==> src/rtl/uart_tx_arbiter.sv <==
// rtl/uart_tx_arbiter.sv - round-robin arbiter sharing one UART byte transmitter
//
// Purpose: grants NUM_REQ requesters access to a single byte transmitter in
// round-robin order, sequences start/busy/done, inserts an inter-frame gap
// and flags a transmitter that never accepts a start.
//
// Ports:
//   clk       system clock
//   reset     asynchronous active-low reset
//   req       per-requester send request (level)
//   req_data  byte of requester i on bits [8i+7:8i]
//   ack       one-cycle pulse when requester's byte has finished on the line
//   tx_start  one-cycle start strobe to the transmitter
//   tx_data   byte to transmit, held from tx_start until done
//   tx_busy   transmitter busy, high while a frame is on the line
//   grant_id  index of current/last granted requester
//   active    high in any state other than IDLE
//   err       one-cycle pulse on start timeout
module uart_tx_arbiter #(
    parameter int NUM_REQ       = 4,
    parameter int GAP_CYCLES    = 16,
    parameter int START_TIMEOUT = 8
) (
    input  logic                 clk,
    input  logic                 reset,
    input  logic [NUM_REQ-1:0]   req,
    input  logic [8*NUM_REQ-1:0] req_data,
    output logic [NUM_REQ-1:0]   ack,
    output logic                 tx_start,
    output logic [7:0]           tx_data,
    input  logic                 tx_busy,
    output logic [2:0]           grant_id,
    output logic                 active,
    output logic                 err
);

    localparam int IW      = (NUM_REQ > 1) ? $clog2(NUM_REQ) : 1;
    localparam int GAP_EFF = (GAP_CYCLES < 1) ? 1 : GAP_CYCLES;
    localparam int TO_EFF  = (START_TIMEOUT < 1) ? 1 : START_TIMEOUT;
    localparam logic [15:0] GAP_LAST = 16'(GAP_EFF - 1);
    localparam logic [15:0] TO_LAST  = 16'(TO_EFF - 1);

    typedef enum logic [1:0] {
        IDLE      = 2'd0,
        WAIT_BUSY = 2'd1,
        WAIT_DONE = 2'd2,
        GAP       = 2'd3
    } state_t;

    state_t        state;
    logic [IW-1:0] last;   // last served requester; search starts just after it
    logic [IW-1:0] cur;    // requester owning the frame in flight
    logic [15:0]   tcnt;
    logic [15:0]   gcnt;

    logic [7:0]    bytes [NUM_REQ];
    logic [IW-1:0] pick;
    logic          found;
    int            idx;

    genvar gi;
    generate
        for (gi = 0; gi < NUM_REQ; gi++) begin : g_bytes
            assign bytes[gi] = req_data[8*gi +: 8];
        end
    endgenerate

    // Rotating priority search: first asserted request after 'last', wrapping.
    always_comb begin
        found = 1'b0;
        pick  = '0;
        idx   = 0;
        for (int i = 0; i < NUM_REQ; i++) begin
            idx = (int'(last) + 1 + i) % NUM_REQ;
            if (!found && req[idx[IW-1:0]]) begin
                found = 1'b1;
                pick  = idx[IW-1:0];
            end
        end
    end

    always_ff @(posedge clk or negedge reset) begin
        if (!reset) begin
            state    <= IDLE;
            last     <= IW'(NUM_REQ - 1);
            cur      <= '0;
            tcnt     <= '0;
            gcnt     <= '0;
            ack      <= '0;
            tx_start <= 1'b0;
            tx_data  <= 8'h00;
            grant_id <= 3'd0;
            active   <= 1'b0;
            err      <= 1'b0;
        end else begin
            // Pulse outputs default low every cycle.
            tx_start <= 1'b0;
            ack      <= '0;
            err      <= 1'b0;
            case (state)
                IDLE: begin
                    if (found) begin
                        tx_data  <= bytes[pick];
                        grant_id <= 3'(pick);
                        cur      <= pick;
                        tx_start <= 1'b1;
                        active   <= 1'b1;
                        tcnt     <= '0;
                        state    <= WAIT_BUSY;
                    end
                end
                WAIT_BUSY: begin
                    // Busy already high in the strobe cycle counts as accepted.
                    if (tx_busy) begin
                        tcnt  <= '0;
                        state <= WAIT_DONE;
                    end else if (tcnt == TO_LAST) begin
                        // Faulty requester still loses priority so others progress.
                        err   <= 1'b1;
                        last  <= cur;
                        tcnt  <= '0;
                        gcnt  <= '0;
                        state <= GAP;
                    end else begin
                        tcnt <= tcnt + 16'd1;
                    end
                end
                WAIT_DONE: begin
                    if (!tx_busy) begin
                        ack[cur] <= 1'b1;
                        last     <= cur;
                        gcnt     <= '0;
                        state    <= GAP;
                    end
                end
                GAP: begin
                    if (gcnt == GAP_LAST) begin
                        gcnt   <= '0;
                        active <= 1'b0;
                        state  <= IDLE;
                    end else begin
                        gcnt <= gcnt + 16'd1;
                    end
                end
                default: begin
                    active <= 1'b0;
                    state  <= IDLE;
                end
            endcase
        end
    end

endmodule

==> config.mk <==
export PLATFORM = sky130hd
export DESIGN_NAME = uart_tx_arbiter
export DESIGN_NICKNAME = d
export VERILOG_FILES = /design/src/rtl/uart_tx_arbiter.sv
export SDC_FILE = /design/constraint.sdc
export NUM_CORES = 1
export LEC_CHECK = 0
export CAP_MARGIN = 5
export CORE_ASPECT_RATIO = 0.5
export CORE_MARGIN = 2
export CORE_UTILIZATION = 54
export CTS_BUF_LIST = sky130_fd_sc_hd__clkbuf_8
export DETAILED_ROUTE_END_ITERATION = 8
export PLACE_DENSITY = 0.83
export RECOVER_POWER = 100
export SYNTH_ARGS = -nofsm -noshare
export SYNTH_HDL_FRONTEND = slang
export SYNTH_SLANG_ARGS = --single-unit
==> constraint.sdc <==
create_clock -name clk -period 3.2 [get_ports clk]
set_clock_uncertainty 0.15 [all_clocks]
set_input_delay 0.64 -clock clk [delete_from_list [all_inputs] [get_ports clk]]
set_output_delay 0.64 -clock clk [all_outputs]
set_load 0.05 [all_outputs]
==> reports/qor.yml, run 1 <==
max_slew.worst_pin.slew_ns: 0.947
rows: 18
final_nets: 409
fillCellCount: 409
maxCapViolations: 0
syn_area_per_cell_um2: 9.56
synth_ff_type: "dfrtp_1"
worst-endpoint-required_ns: 3.22
drv_slew: 0
h-tree-depth: 2
ys_seq_area_frac: 0.451
hold_viol: 0
grt_pass1_wl_um: 11600
area.growth.synth_to_final_pct: 23.6
hpwl_um: 5120
cts_root_buf: "clkbuf_8"
grt_max_degree: 39
cts.sinks: 53
drive_above_1_share: 0.0712
setup_viol: 0
io-pin-count: 57
dieArea_um2: 6090
max_freq_ghz: 0.353
layout_commonest_cell: "dfrtp_1"
outcome: "completed"
synth_nets: 353
start_util: 0.578
timing.final.crit_period_ns: 2.83
dr.pass1.iters: 4
cts_buffers: 5
layout_common_cells: "51 x dfrtp_1, 35 x clkdlybuf4s50_1, 32 x nand2_1"
cp.arrival_ns: 2.85
postCtsHoldBufs: 0
setup_tns_ns: 0
ant_nets: 0
async_flop_share: 1.00
synth_edf_count: 0
antenna_found_initial: 0
hold_ws_ns: 0.256
insertedDiodeCount: 0
synth.distinct_cells: 48
worstSkewPairLatency_ns: 0.31
drt-total-wl_um: 6900
avgViaCountPerCell: 5.92
fin_crit_sh: 0.884
worst-setup-path-type: "primary input to register"
syn_area_um2: 2940
cts_tree: "yes"
route.detailed.drc: 0
rsz0062_at_grt: "no"
yosys_warnings: 0
core_area_um2: 5090
regArea_um2: 1330
track_usage: 0.239
gp_congestion: 0.839
power.density_nw_per_um2: 714
cp-start-kind: "primary input"
syn_inst: 308
crit_path_max_incr_delay_ns: 0.59
end_kind: "register"
multi_input_area_um2: 1510
slew_headroom: 0.369
crit_fanout: 10
path_cells: "dlygate4sd3_1 -> nor4_1 -> nand2b_1 -> buf_4 -> or2_0 -> o221ai_1"
cts_buffer_depth: 2
post_cts_resized: 0
vias: 2574
drt-wirelength-per-cell_um: 15.9
grt_pass1_vias: 2530
first_iter_violations: 98
path_clk_slew_ns: 0.09
portBuffers: 55
p_leak_nw: 1.59
post_cts_buffers: 0
die_w_um: 108
crit_slowest_cell: "dlygate4sd3_1"
min_path_type: "primary input to async pin"
grt_overflow: 0
ir_worst_vdd_mv: 0.497
ys_ff_latch: 53
die_y_um: 56.2
-- stage by stage --
step                      area, µm²  std cells   util  power [mW]  worst slack [ns]
after CTS                      3660        435  0.718        2.63             0.546
after global placement         3570        427  0.701        2.19             0.482
after global routing           3640        435  0.715        2.75             0.254
final                          3640        435  0.715        2.60             0.371
after detailed placement       3570        427  0.701        2.24             0.347
after floorplan                2940        308      -        1.83             0.962
-- path summary, 6_finish.rpt --
path                               start    endpoint  slack (ns)  depth (start not counted)
worst min register to register  gcnt[15]    gcnt[15]        0.34                          1
worst max-delay path              req[1]  tx_data[4]        0.37                          6
worst max register to register  gcnt[11]    gcnt[14]        0.51                          4
min in group clk                gcnt[15]    gcnt[15]        0.34                          1
worst min-delay path               reset    tcnt[10]        0.26                          1
max in group asynchronous          reset    gcnt[10]        1.21                          2
-- cell families after synthesis --
family	after synthesis	share of synthesized area
DFF	53	0.451
muxes	21	0.0744
adders and majority gates	6	0.0255
buffers and inverters	24	0.0365
other	1	0.00127
xor gates and xnor gates	10	0.0297
and+or+nand+nor	121	0.211
AOI/OAI and AO/OA	72	0.170
-- routing by layer --
| metal | vias up | share of wire | global-route usage |
|---|---|---|---|
| met1 | 1271 | 0.45 | 0.302 |
| met5 | - | 0 | 0 |
| li1 | 1240 | - | - |
| met2 | 56 | 0.51 | 0.429 |
| met3 | 7 | 0.032 | 0.0433 |
| met4 | 0 | 0.0081 | 0.0476 |
-- synthesized netlist by cell type, drive strengths merged (2+ instances only) --
cell / n / area share
dfrtp: 51 / 0.43
nand2: 32 / 0.041
nor2: 26 / 0.033
o21ai: 24 / 0.041
nand3: 18 / 0.032
mux2i: 17 / 0.058
inv: 12 / 0.015
o31ai: 12 / 0.034
xnor2: 10 / 0.030
o221ai: 9 / 0.027
nor3: 8 / 0.014
a21oi: 7 / 0.012
and3: 7 / 0.015
buf: 7 / 0.015
a31oi: 6 / 0.013
ha: 6 / 0.025
nand2b: 6 / 0.013
nor4: 6 / 0.017
clkbuf: 5 / 0.0064
mux2: 4 / 0.017
nand4: 4 / 0.0085
o22ai: 4 / 0.0085
o41ai: 4 / 0.018
a21o: 2 / 0.0051
and2: 2 / 0.0042
dfstp: 2 / 0.018
nor2b: 2 / 0.0042
or2: 2 / 0.0043
or4: 2 / 0.0076
-- area by class of cell --
| class | instances | area share |
|---|---|---|
| clock buffer | 6 | 0.0227 |
| timing repair buffer | 61 | 0.160 |
| multi-input combinational | 231 | 0.414 |
| clock inverter | 2 | 0.00206 |
| tap | 70 | 0.0241 |
| inverter | 12 | 0.0124 |
| sequential | 53 | 0.365 |
-- registers in the layout (all words and copies together), names as in the netlist --
signal and flops:
last 2, tx_data 8, cur 2, tx_start 1, tcnt 16, state 2
err 1, active 1, gcnt 16, ack 4
-- where the power goes --
part           internal [mW]  switching [mW]
registers              0.801           0.106
clock network          0.171           0.216
logic                  0.471           0.834
total                   1.44            1.16
-- critical path, delay by kind of cell --
family / cells / cell delay [ns]
compound gates: 1 / 0.21
buf+inv: 2 / 0.78
simple gates: 3 / 1.22
Note: power is estimated with default switching activity, not from simulation.
==> run 2: changes to the inputs <==
--- a/config.mk
+++ b/config.mk
@@ -11,6 +11,7 @@
 export CORE_UTILIZATION = 54
 export CTS_BUF_LIST = sky130_fd_sc_hd__clkbuf_8
 export DETAILED_ROUTE_END_ITERATION = 8
+export MAX_ROUTING_LAYER = met4
 export PLACE_DENSITY = 0.83
 export RECOVER_POWER = 100
 export SYNTH_ARGS = -nofsm -noshare
==> reports/qor.yml, run 2 (synthesis gave the netlist of run 1 again) <==
p_seq_frac: 0.350
layout_commonest_cell: "dfrtp_1"
dieArea_um2: 6090
drv_slew: 0
timing.rr.start: "gcnt[11]"
power.internal_mw: 1.44
ant_nets: 0
regArea_um2: 1330
setup_tns_ns: 0
worst-endpoint-required_ns: 3.22
fin_crit_sh: 0.877
die_w_um: 108
reg2regPathDepth: 4
timing.final.crit_period_ns: 2.81
start_util: 0.578
pwr-share-clk: 0.148
area.growth.synth_to_final_pct: 23.6
slew_headroom: 0.363
postCtsHoldBufs: 0
drt-total-wl_um: 6930
rows: 18
p_comb_frac: 0.502
crit_fanout: 10
fillCellCount: 409
p_sw_frac: 0.444
path_clk_slew_ns: 0.09
layout_common_cells: "51 x dfrtp_1, 35 x clkdlybuf4s50_1, 32 x nand2_1"
avgViaCountPerCell: 5.92
cts_tree: "yes"
cts_buffers: 5
h-tree-depth: 2
antenna_found_initial: 0
track_usage: 0.246
grt_pass1_vias: 2529
hpwl_um: 5120
drt-wirelength-per-cell_um: 15.9
outcome: "completed"
route.detailed.drc: 0
grt_overflow: 0
post_cts_resized: 0
worstSkewPairLatency_ns: 0.31
worst-setup-path-type: "primary input to register"
rsz0062_at_grt: "no"
cts_buffer_depth: 2
power.density_nw_per_um2: 713
die_y_um: 56.2
max_slew.worst_pin.slew_ns: 0.956
insertedDiodeCount: 0
multi_input_area_um2: 1510
drive_above_1_share: 0.0712
ir_worst_vdd_mv: 0.495
first_iter_violations: 92
gp_congestion: 0.852
p_leak_nw: 1.59
post_cts_buffers: 0
reg_top3: "gcnt: 16 flops, tcnt: 16 flops, tx_data: 8 flops"
hold_viol: 0
final_nets: 409
cts.sinks: 53
maxCapViolations: 0
place_area_um2: 3570
grt_max_degree: 39
min_path_type: "primary input to async pin"
max_freq_ghz: 0.356
fin_area_um2: 3640
end_kind: "register"
dr.pass1.iters: 4
hold_ws_ns: 0.259
grt_pass1_wl_um: 11600
setup_viol: 0
portBuffers: 55
r2r_end: "gcnt[14]"
core_area_um2: 5090
vias: 2577
cp-start-kind: "primary input"
io-pin-count: 57
cts_root_buf: "clkbuf_8"
power.switching_mw: 1.15
reg2reg_slack_ns: 0.50
cp.arrival_ns: 2.82
run 2: worst max-delay path by stage:
| stage | start | to | slack [ns] | cells past startpoint |
|---|---|---|---|---|
| after detailed placement | tx_busy | gcnt[14] | 0.35 | 6 |
| after global placement | tx_busy | gcnt[5] | 0.48 | 6 |
| after CTS | gcnt[11] | gcnt[14] | 0.55 | 4 |
| after floorplan | gcnt[7] | state[1] | 0.96 | 6 |
| after global routing | req[1] | tx_data[4] | 0.25 | 6 |
| final | req[1] | tx_data[4] | 0.39 | 6 |
run 2: stage by stage:
step	cells	power (mW)	worst slack [ns]	utilization
final	435	2.59	0.394	0.715
after global routing	435	2.75	0.254	0.715
after CTS	435	2.63	0.546	0.718
after detailed placement	427	2.24	0.347	0.701
after global placement	427	2.19	0.482	0.701
after floorplan	308	1.83	0.962	-
run 2: metal layers:
layer,global-route usage,wire length [µm],share of wire,vias up
li1,-,-,-,1239
met1,0.303,3150,0.46,1274
met2,0.429,3490,0.50,57
met3,0.0433,224,0.032,7
met4,0.0476,56,0.0081,0
met5,-,0,0,-
run 2: cell type report:
| cell class | count | area share |
|---|---|---|
| clock inverter | 2 | 0.00206 |
| clock buffer | 6 | 0.0227 |
| tap | 70 | 0.0241 |
| timing repair buffer | 61 | 0.160 |
| sequential | 53 | 0.365 |
| multi-input combinational | 231 | 0.414 |
| inverter | 12 | 0.0124 |
run 2: worst max-delay path, cell delays in order:
cell	delay, ns
dlygate4sd3_1	0.59
nor4_1	0.54
nand2b_1	0.23
buf_4	0.19
or2_0	0.42
o221ai_1	0.21
run 2: power by group through the flow:
stage                     combinational [mW]  clock, mW  sequential [mW]
after floorplan                        0.662          0             1.17
after global placement                  1.28          0            0.915
after detailed placement                1.32          0            0.923
after CTS                               1.33      0.387            0.910
after global routing                    1.41      0.421            0.924
final                                   1.30      0.385            0.909
